### src/rtl/shift_seq.sv
// shift_seq: shift/rotate engine (SLL/SRL/SLA/SRA/ROL/ROR/PASS) with parity, zero and SLA overflow flags; optional macro SHIFT_SEQ_BARREL_EN.
// Latency: effective amount + 1 edges from accept (PASS / amount 0: 1 edge); with SHIFT_SEQ_BARREL_EN every command takes 1 edge.
// Backpressure: accepts only in IDLE; the result is held in HOLD until out_ready, with in_ready low meanwhile.
module shift_seq #(
    parameter int WIDTH = 9,
    parameter int AMT_W = 4
) (
    input  logic             clk,
    input  logic             rst_n,
    input  logic             in_valid,
    output logic             in_ready,
    input  logic [2:0]       in_op,
    input  logic [AMT_W-1:0] in_amt,
    input  logic [WIDTH-1:0] in_data,
    output logic             out_valid,
    input  logic             out_ready,
    output logic [WIDTH-1:0] out_data,
    output logic             out_parity,
    output logic             out_zero,
    output logic             out_ovf,
    output logic             busy
);

    localparam int CNT_W = $clog2(WIDTH + 1);

    localparam logic [2:0] OP_SLL = 3'd0;
    localparam logic [2:0] OP_SRL = 3'd1;
    localparam logic [2:0] OP_SLA = 3'd2;
    localparam logic [2:0] OP_SRA = 3'd3;
    localparam logic [2:0] OP_ROL = 3'd4;
    localparam logic [2:0] OP_ROR = 3'd5;

    typedef enum logic [1:0] {
        IDLE  = 2'd0,
        SHIFT = 2'd1,
        HOLD  = 2'd2
    } state_t;

    state_t           state;
    state_t           state_nxt;
    logic [WIDTH-1:0] data_q;
    logic             ovf_q;
    logic             accept;
    logic             is_pass;
    logic [31:0]      amt_raw;
    logic [31:0]      eff_amt;
    logic [CNT_W-1:0] eff_cnt;

    assign accept  = in_valid && (state == IDLE);
    assign is_pass = in_op[2] & in_op[1];

    // Effective amount: saturate at WIDTH for shifts, modulo WIDTH for rotates
    always_comb begin
        amt_raw = 32'(in_amt);
        eff_amt = amt_raw;
        if (in_op == OP_ROL || in_op == OP_ROR) begin
            eff_amt = amt_raw % 32'(WIDTH);
        end else if (amt_raw > 32'(WIDTH)) begin
            eff_amt = 32'(WIDTH);
        end
        eff_cnt = CNT_W'(eff_amt);
    end

`ifdef SHIFT_SEQ_BARREL_EN
    logic [WIDTH-1:0] bar_data;
    logic [WIDTH:0]   ovf_ext;
    logic [WIDTH:0]   ovf_mask;
    logic             bar_ovf;

    // Whole effective shift in one pass straight from the command inputs.
    // The operand is extended by one zero below the LSB so that a full-width
    // SLA also sees the zero that finally reaches the MSB.
    always_comb begin
        ovf_ext  = {in_data, 1'b0};
        ovf_mask = ~({(WIDTH + 1){1'b1}} >> (eff_amt + 32'd1));
        bar_ovf  = |((ovf_ext ^ {(WIDTH + 1){in_data[WIDTH-1]}}) & ovf_mask);
        bar_data = in_data;
        case (in_op)
            OP_SLL:  bar_data = in_data << eff_cnt;
            OP_SRL:  bar_data = in_data >> eff_cnt;
            OP_SLA:  bar_data = in_data <<< eff_cnt;
            OP_SRA:  bar_data = WIDTH'($signed(in_data) >>> eff_cnt);
            OP_ROL:  bar_data = (in_data << eff_cnt) | (in_data >> (32'(WIDTH) - eff_amt));
            OP_ROR:  bar_data = (in_data >> eff_cnt) | (in_data << (32'(WIDTH) - eff_amt));
            default: bar_data = in_data;
        endcase
    end
`else
    logic [2:0]       op_q;
    logic [CNT_W-1:0] cnt_q;
    logic             msb_q;
    logic [WIDTH-1:0] step_data;

    // One-bit step of the latched operation
    always_comb begin
        step_data = data_q;
        case (op_q)
            OP_SLL, OP_SLA: step_data = {data_q[WIDTH-2:0], 1'b0};
            OP_SRL:         step_data = {1'b0, data_q[WIDTH-1:1]};
            OP_SRA:         step_data = {data_q[WIDTH-1], data_q[WIDTH-1:1]};
            OP_ROL:         step_data = {data_q[WIDTH-2:0], data_q[WIDTH-1]};
            OP_ROR:         step_data = {data_q[0], data_q[WIDTH-1:1]};
            default:        step_data = data_q;
        endcase
    end
`endif

    // State register
    always_ff @(posedge clk or negedge rst_n) begin
        if (!rst_n) begin
            state <= IDLE;
        end else begin
            state <= state_nxt;
        end
    end

    // Next-state: accept in IDLE, count down in SHIFT, wait for the consumer in HOLD
    always_comb begin
        state_nxt = state;
        case (state)
            IDLE: begin
                if (in_valid) begin
`ifdef SHIFT_SEQ_BARREL_EN
                    state_nxt = HOLD;
`else
                    if (is_pass || eff_cnt == '0) begin
                        state_nxt = HOLD;
                    end else begin
                        state_nxt = SHIFT;
                    end
`endif
                end
            end
            SHIFT: begin
`ifdef SHIFT_SEQ_BARREL_EN
                state_nxt = HOLD;
`else
                if (cnt_q == CNT_W'(1)) begin
                    state_nxt = HOLD;
                end
`endif
            end
            HOLD: begin
                if (out_ready) begin
                    state_nxt = IDLE;
                end
            end
            default: state_nxt = IDLE;
        endcase
    end

    // Datapath: latch the command on accept, then step it while in SHIFT
    always_ff @(posedge clk or negedge rst_n) begin
        if (!rst_n) begin
            data_q <= '0;
            ovf_q  <= 1'b0;
`ifndef SHIFT_SEQ_BARREL_EN
            op_q   <= '0;
            cnt_q  <= '0;
            msb_q  <= 1'b0;
`endif
        end else if (accept) begin
`ifdef SHIFT_SEQ_BARREL_EN
            data_q <= bar_data;
            ovf_q  <= (in_op == OP_SLA) && bar_ovf;
`else
            data_q <= in_data;
            ovf_q  <= 1'b0;
            op_q   <= in_op;
            cnt_q  <= eff_cnt;
            msb_q  <= in_data[WIDTH-1];
`endif
        end
`ifndef SHIFT_SEQ_BARREL_EN
        else if (state == SHIFT) begin
            data_q <= step_data;
            cnt_q  <= cnt_q - CNT_W'(1);
            if (op_q == OP_SLA && step_data[WIDTH-1] != msb_q) begin
                ovf_q <= 1'b1;
            end
        end
`endif
    end

    assign in_ready   = (state == IDLE);
    assign out_valid  = (state == HOLD);
    assign busy       = (state != IDLE);
    assign out_data   = data_q;
    assign out_parity = ^data_q;
    assign out_zero   = ~|data_q;
    assign out_ovf    = ovf_q;

endmodule

### config.mk
export PLATFORM = sky130hd
export DESIGN_NAME = shift_seq
export DESIGN_NICKNAME = d
export VERILOG_FILES = /design/src/rtl/shift_seq.sv
export SDC_FILE = /design/constraint.sdc
export NUM_CORES = 1
export LEC_CHECK = 0
export CAP_MARGIN = 5
export CORE_UTILIZATION = 55
export CTS_BUF_LIST = sky130_fd_sc_hd__clkbuf_8 sky130_fd_sc_hd__clkbuf_16
export CTS_CLUSTER_DIAMETER = 200
export CTS_CLUSTER_SIZE = 24
export DETAILED_ROUTE_END_ITERATION = 6
export DONT_BUFFER_PORTS = 1
export GPL_TIMING_DRIVEN = 1
export PLACE_DENSITY = 0.69
export SYNTH_ARGS = -nofsm -noshare
export SYNTH_HDL_FRONTEND = slang
export SYNTH_SLANG_ARGS = --single-unit
### constraint.sdc
create_clock -name clk -period 1.7 [get_ports clk]
set_input_delay 0.34 -clock clk [delete_from_list [all_inputs] [get_ports clk]]
set_output_delay 0.34 -clock clk [all_outputs]
set_load 0.01 [all_outputs]
; Word level (Yosys, flattened, before mapping)
; Cells that the tools add are included.
[totals]
ff_bits = 20
word_cells = 58
[classes]
add_sub_neg = 1
div_mod_pow = 1
order_cmp = 1
eq_ne = 14
n_mux = 15
bitwise = 1
n_reduce_logical = 18
[ops]
columns = op, count
row1 = $pmux 9 s5, 1
row2 = $mod 4x4->32 const B, 1
row3 = $mux 9, 2
row4 = $mux 4, 4
row5 = $eq 3x3->1 const B, 4
row6 = $reduce_or 9->1, 1
row7 = $reduce_xor 9->1, 1
row8 = $mux 2, 4
row9 = $eq 3x2->1 const B, 2
row10 = $pmux 2 s3, 1
row11 = $reduce_bool 2->1, 3
row12 = $reduce_bool 6->1, 1
row13 = $eq 4x1->1 const B, 1
row14 = $gt 4x4->1 const B, 1
row15 = $logic_not 4->1, 1
row16 = $ne 2x2->1 const B, 2
row17 = $reduce_and 2->1, 2
row18 = $sub 4x1->4 const B, 1
row19 = $eq 3x1->1 const B, 1
row20 = $logic_not 3->1, 1
row21 = $mux 1, 3
row22 = $reduce_and 3->1, 1
row23 = $eq 2x1->1 const B, 1
row24 = $eq 2x2->1 const B, 1
row25 = other kinds (8), 10

; Depth between registers and ports, before layout
[depth]
word_depth = 8
ltp_mapped = 7
depth_no_buf = 7

; Least setup slack after synthesis
; Ideal clock, no wire load.
[synth_timing]
kind = flip-flop to output port
from = register data_q[4] (netlist: out_data[4])
to = output out_parity
arrival_ns = 1.284
t_required_ns = 1.360
path_slack_ns = 0.076
path_stages_with_launch = 6
n_path_buf = 0
path_cell_list = dfrtp_1 -> inv_1 -> ha_1 -> xnor2_1 -> xnor2_1 -> xnor2_1
[synth_between]
elab_chain_len = 1
[synth_rtl]
columns = element, line
row1 = start: declaration, 41  ; logic [WIDTH-1:0] data_q;
row2 = start signal: assignment, 167  ; data_q <= in_data;
row3 = start signal: assignment, 176  ; data_q <= step_data;
row4 = $reduce_xor 9->1, 189  ; assign out_parity = ^data_q;
row5 = end: declaration, 18  ; output logic out_parity,
; Every way passes these cells.

; Worst setup path in the final report
[layout_timing]
from = register data_q[0] (netlist: out_data[0])
to = output out_parity
; The elaborated chain is that of the path after synthesis.

==> metrics.csv <==
stage;metric;value;unit
status;violations;negative setup slack;
cells_and_area;num-nets-final;212;
run;maxCapViolations;0;
cells_and_area;final_cell_mix;nand2_1 (24), dfrtp_1 (20), buf_4 (18);
synth;yosysSeqAreaShare;35.9;%
timing;period_needed;1820;ps
clock_tree;cts_max_level;1;
setup_path;path_class;reg -> out;
power;internal-power;1930;uW
setup_path;arrival;1480;ps
cells_and_area;final_common_cell;nand2_1;
power;comb_power_share;62.8;%
power;switching_share;43.7;%
synth;yosys-top-cells-area;dfrtp_1 (36%), ha_1 (7.2%), nand2_1 (6.7%);
placed_design;gp_congestion;0.770;
cells_and_area;area_growth_syn_to_layout;19.0;%
die;dieArea;2740;sq um
timing;finalSetupViolations;1;
clock_tree;worstSkewPairLatency;260;ps
setup_path;regToRegSetupSlack;120;ps
clock_tree;clock_sinks;20;
route;vias;1218;
setup_path;rr_endpoint;out_data[0]$_DFFE_PN0P_;
timing;rsz0062_at_grt;yes;
timing;worst_pin_slew;922;ps
synth;synth_seq_cells;20;
synth;synth_area_per_cell;8.45;sq um
setup_path;cpPeakStageDelay;400;ps
min_path;hp-start;in_op[1];
die;rows;17;
clock_tree;cts_root_buf;clkbuf_8;
setup_path;endpoint_kind;output pin;
setup_path;worst_ep_required_time;1360;ps
power;p_leak;0.000755;uW
die;die_h;52.3;um
cells_and_area;multiInputGateArea;871;sq um
route;drtIter0Drc;27;
die;start_util;60.7;%
min_path;min_delay_path_depth;2;
setup_path;crit_path_start_kind;flip-flop;
die;die_width;52.3;um
power;power_density;2060;nW/um^2
power;ir_worst_vdd;0.00137;V
synth;syn-instance-count;165;
route;drcViolationCount;0;
synth;syn_nets;193;
min_path;hold_class;in -> reg;
route;drt_pre_antenna_iters;4;
route;wl_per_cell;15.5;um
setup_path;cp_max_fo;2;
grt;grt_antenna_before_repair;0;
synth;syn_area;1390;sq um
synth;ys_warn_count;0;
placed_design;dp.final_hpwl;2.29;mm
setup_path;path_common_cell;xnor2_1;
power;switchingPower;1500;uW
setup_path;reg2reg_depth;4;
grt;grt_max_degree;21;
clock_tree;cts_buffer_depth;2;
cells_and_area;diodes;0;
timing;post-route-period-util;107;%
cells_and_area;drive_above_1_share;20.8;%
placed_design;io_buffers;0;
status;run_status;complete, but fails checks;
timing;finalHoldViolations;0;
power;p_seq_share;26.4;%
setup_path;worstPathCellList;inv_2 > ha_4 > xnor2_2 > xnor2_1 > xnor2_1;
cells_and_area;register_area;500;sq um
clock_tree;cts_buffers;3;
grt;grt_usage;26.2;%
setup_path;crit_path_top_delay_cell;dfrtp_1;
power;pwr-share-clk;10.9;%
grt;grt_pass1_vias;1174;
clock_tree;cts_tree;built;
timing;fin_ws;-125;ps
die;io_pins;35;
timing;clock_skew;1.92;ps
grt;grt_pass1_wl;5.20;mm
synth;synth_top_area_share;35.9;%
grt;overflow;0;
min_path;min_to;op_q[1]$_DFFE_PN0P_;
route;routed_via_density;5.77;
timing;final_max_slew_viol_count;0;
timing;fin_tns_setup;-125;ps
clock_tree;clk_pin_slew;80;ps
synth;ys_types;40;
cells_and_area;fillers;180;
timing;slew-limit-headroom;38.3;%
synth;yosysTopAreaCell;dfrtp_1;
timing;fmax;548;MHz
route;drtAntennaViolNets;0;
setup_path;worstReg2RegStart;state[1]$_DFFE_PN0P_;
route;wirelength;3.27;mm
die;core;2300;sq um
power;p_total;3420;uW
[final cells by class]
| cell class | instances | area share (%) |
|---|---|---|
| timing repair buffer | 19 | 8.75 |
| sequential | 20 | 30.2 |
| clock buffer | 4 | 3.32 |
| multi-input combinational | 126 | 52.5 |
| tap | 28 | 2.11 |
| inverter | 14 | 3.17 |
[worst max-delay path, delay by kind of cell (launching register included)]
| family | cells | cell delay [ps] |
|---|---|---|
| xor+xnor | 3 | 540 |
| flops | 1 | 400 |
| fa+ha+maj | 1 | 200 |
| buf+inv | 1 | 80 |
[worst max path at each step]
stage / from / endpoint / slack (ps) / cells after the start
5_1_grt: out_data[0]$_DFFE_PN0P_ / out_parity / -170 / 5
3_3_place_gp: in_amt[0] / state[1]$_DFFE_PN0P_ / 110 / 7
2_1_floorplan: out_data[4]$_DFFE_PN0P_ / out_parity / 80 / 5
6_report: out_data[0]$_DFFE_PN0P_ / out_parity / -120 / 5
3_5_place_dp: in_amt[1] / state[1]$_DFFE_PN0P_ / 40 / 7
4_1_cts: out_data[2]$_DFFE_PN0P_ / out_parity / -160 / 5
[power groups by stage]
stage / Sequential, uW / Combinational, uW / Clock [uW]
2_1_floorplan: 953 / 1300 / 0
3_3_place_gp: 893 / 1830 / 0
3_5_place_dp: 896 / 1860 / 0
4_1_cts: 889 / 2010 / 366
5_1_grt: 939 / 2350 / 385
6_report: 903 / 2150 / 372
[cells in the mapped netlist]
cell,count
a21boi_1,2
a21boi_4,1
a21o_1,1
a21oi_1,10
a221oi_1,1
a22o_1,1
a31oi_1,2
a32oi_1,1
and2_1,2
and2b_1,1
and3b_2,1
and4b_1,1
buf_2,5
dfrtp_1,20
ha_1,8
inv_1,14
mux2i_1,8
nand2_1,25
nand2b_1,2
nand3_1,5
nand3b_1,1
nor2_1,13
nor2_2,1
nor2b_1,3
nor2b_2,1
nor3b_1,1
nor4b_1,1
nor4bb_1,1
o2111ai_1,1
o211ai_1,4
o21a_1,1
o21ai_0,4
o21ai_1,10
o22ai_1,1
o31a_1,1
o32a_1,1
or2b_1,1
or4_1,1
xnor2_1,6
xor2_1,1
[routing by layer]
metal,routed length (um),global-route usage [%],share of wire [%]
met5,0,0,0
met4,16,6.58,0.49
met3,140,3.77,4.3
met2,1580,43.9,48
met1,1530,35.2,47
[state kept, by name (all words and copies together), names as in the netlist]
register  flops
state         2
cnt_q         4
op_q          3
out_ovf       1
msb_q         1
out_data      9
[metrics by stage]
step	utilization [%]	hold slack, ps	cell area (sq um)	std cells	setup slack (ps)
after floorplan	-	44.4	1390	165	75.7
after global routing	72.2	190	1660	211	-172
after detailed placement	66.3	45.0	1520	204	35.8
final	72.2	191	1660	211	-125
after CTS	70.6	199	1620	209	-161
after global placement	66.3	44.8	1520	204	112
[timing repair]
item,in CTS,in global routing
setup endpoints to repair,2,2
pin swaps,1,4
endpoints found under the hold margin,20,0
hold buffers,1,0
gates resized for setup,4,8
buffers inserted,0,2
[cell families (layout without fill, tap and decap cells)]
family	Yosys count	count (layout)	synth area share, %
AND/OR/NAND/NOR	61	61	21.7
AO/OA/AOI/OAI	42	42	19.5
flip-flops	20	20	35.9
buffers and inverters	19	37	5.57
adder cells (fa/ha/maj)	8	8	7.18
multiplexers	8	8	5.75
XOR/XNOR	7	7	4.40
Power figures use the tool's default switching activity.
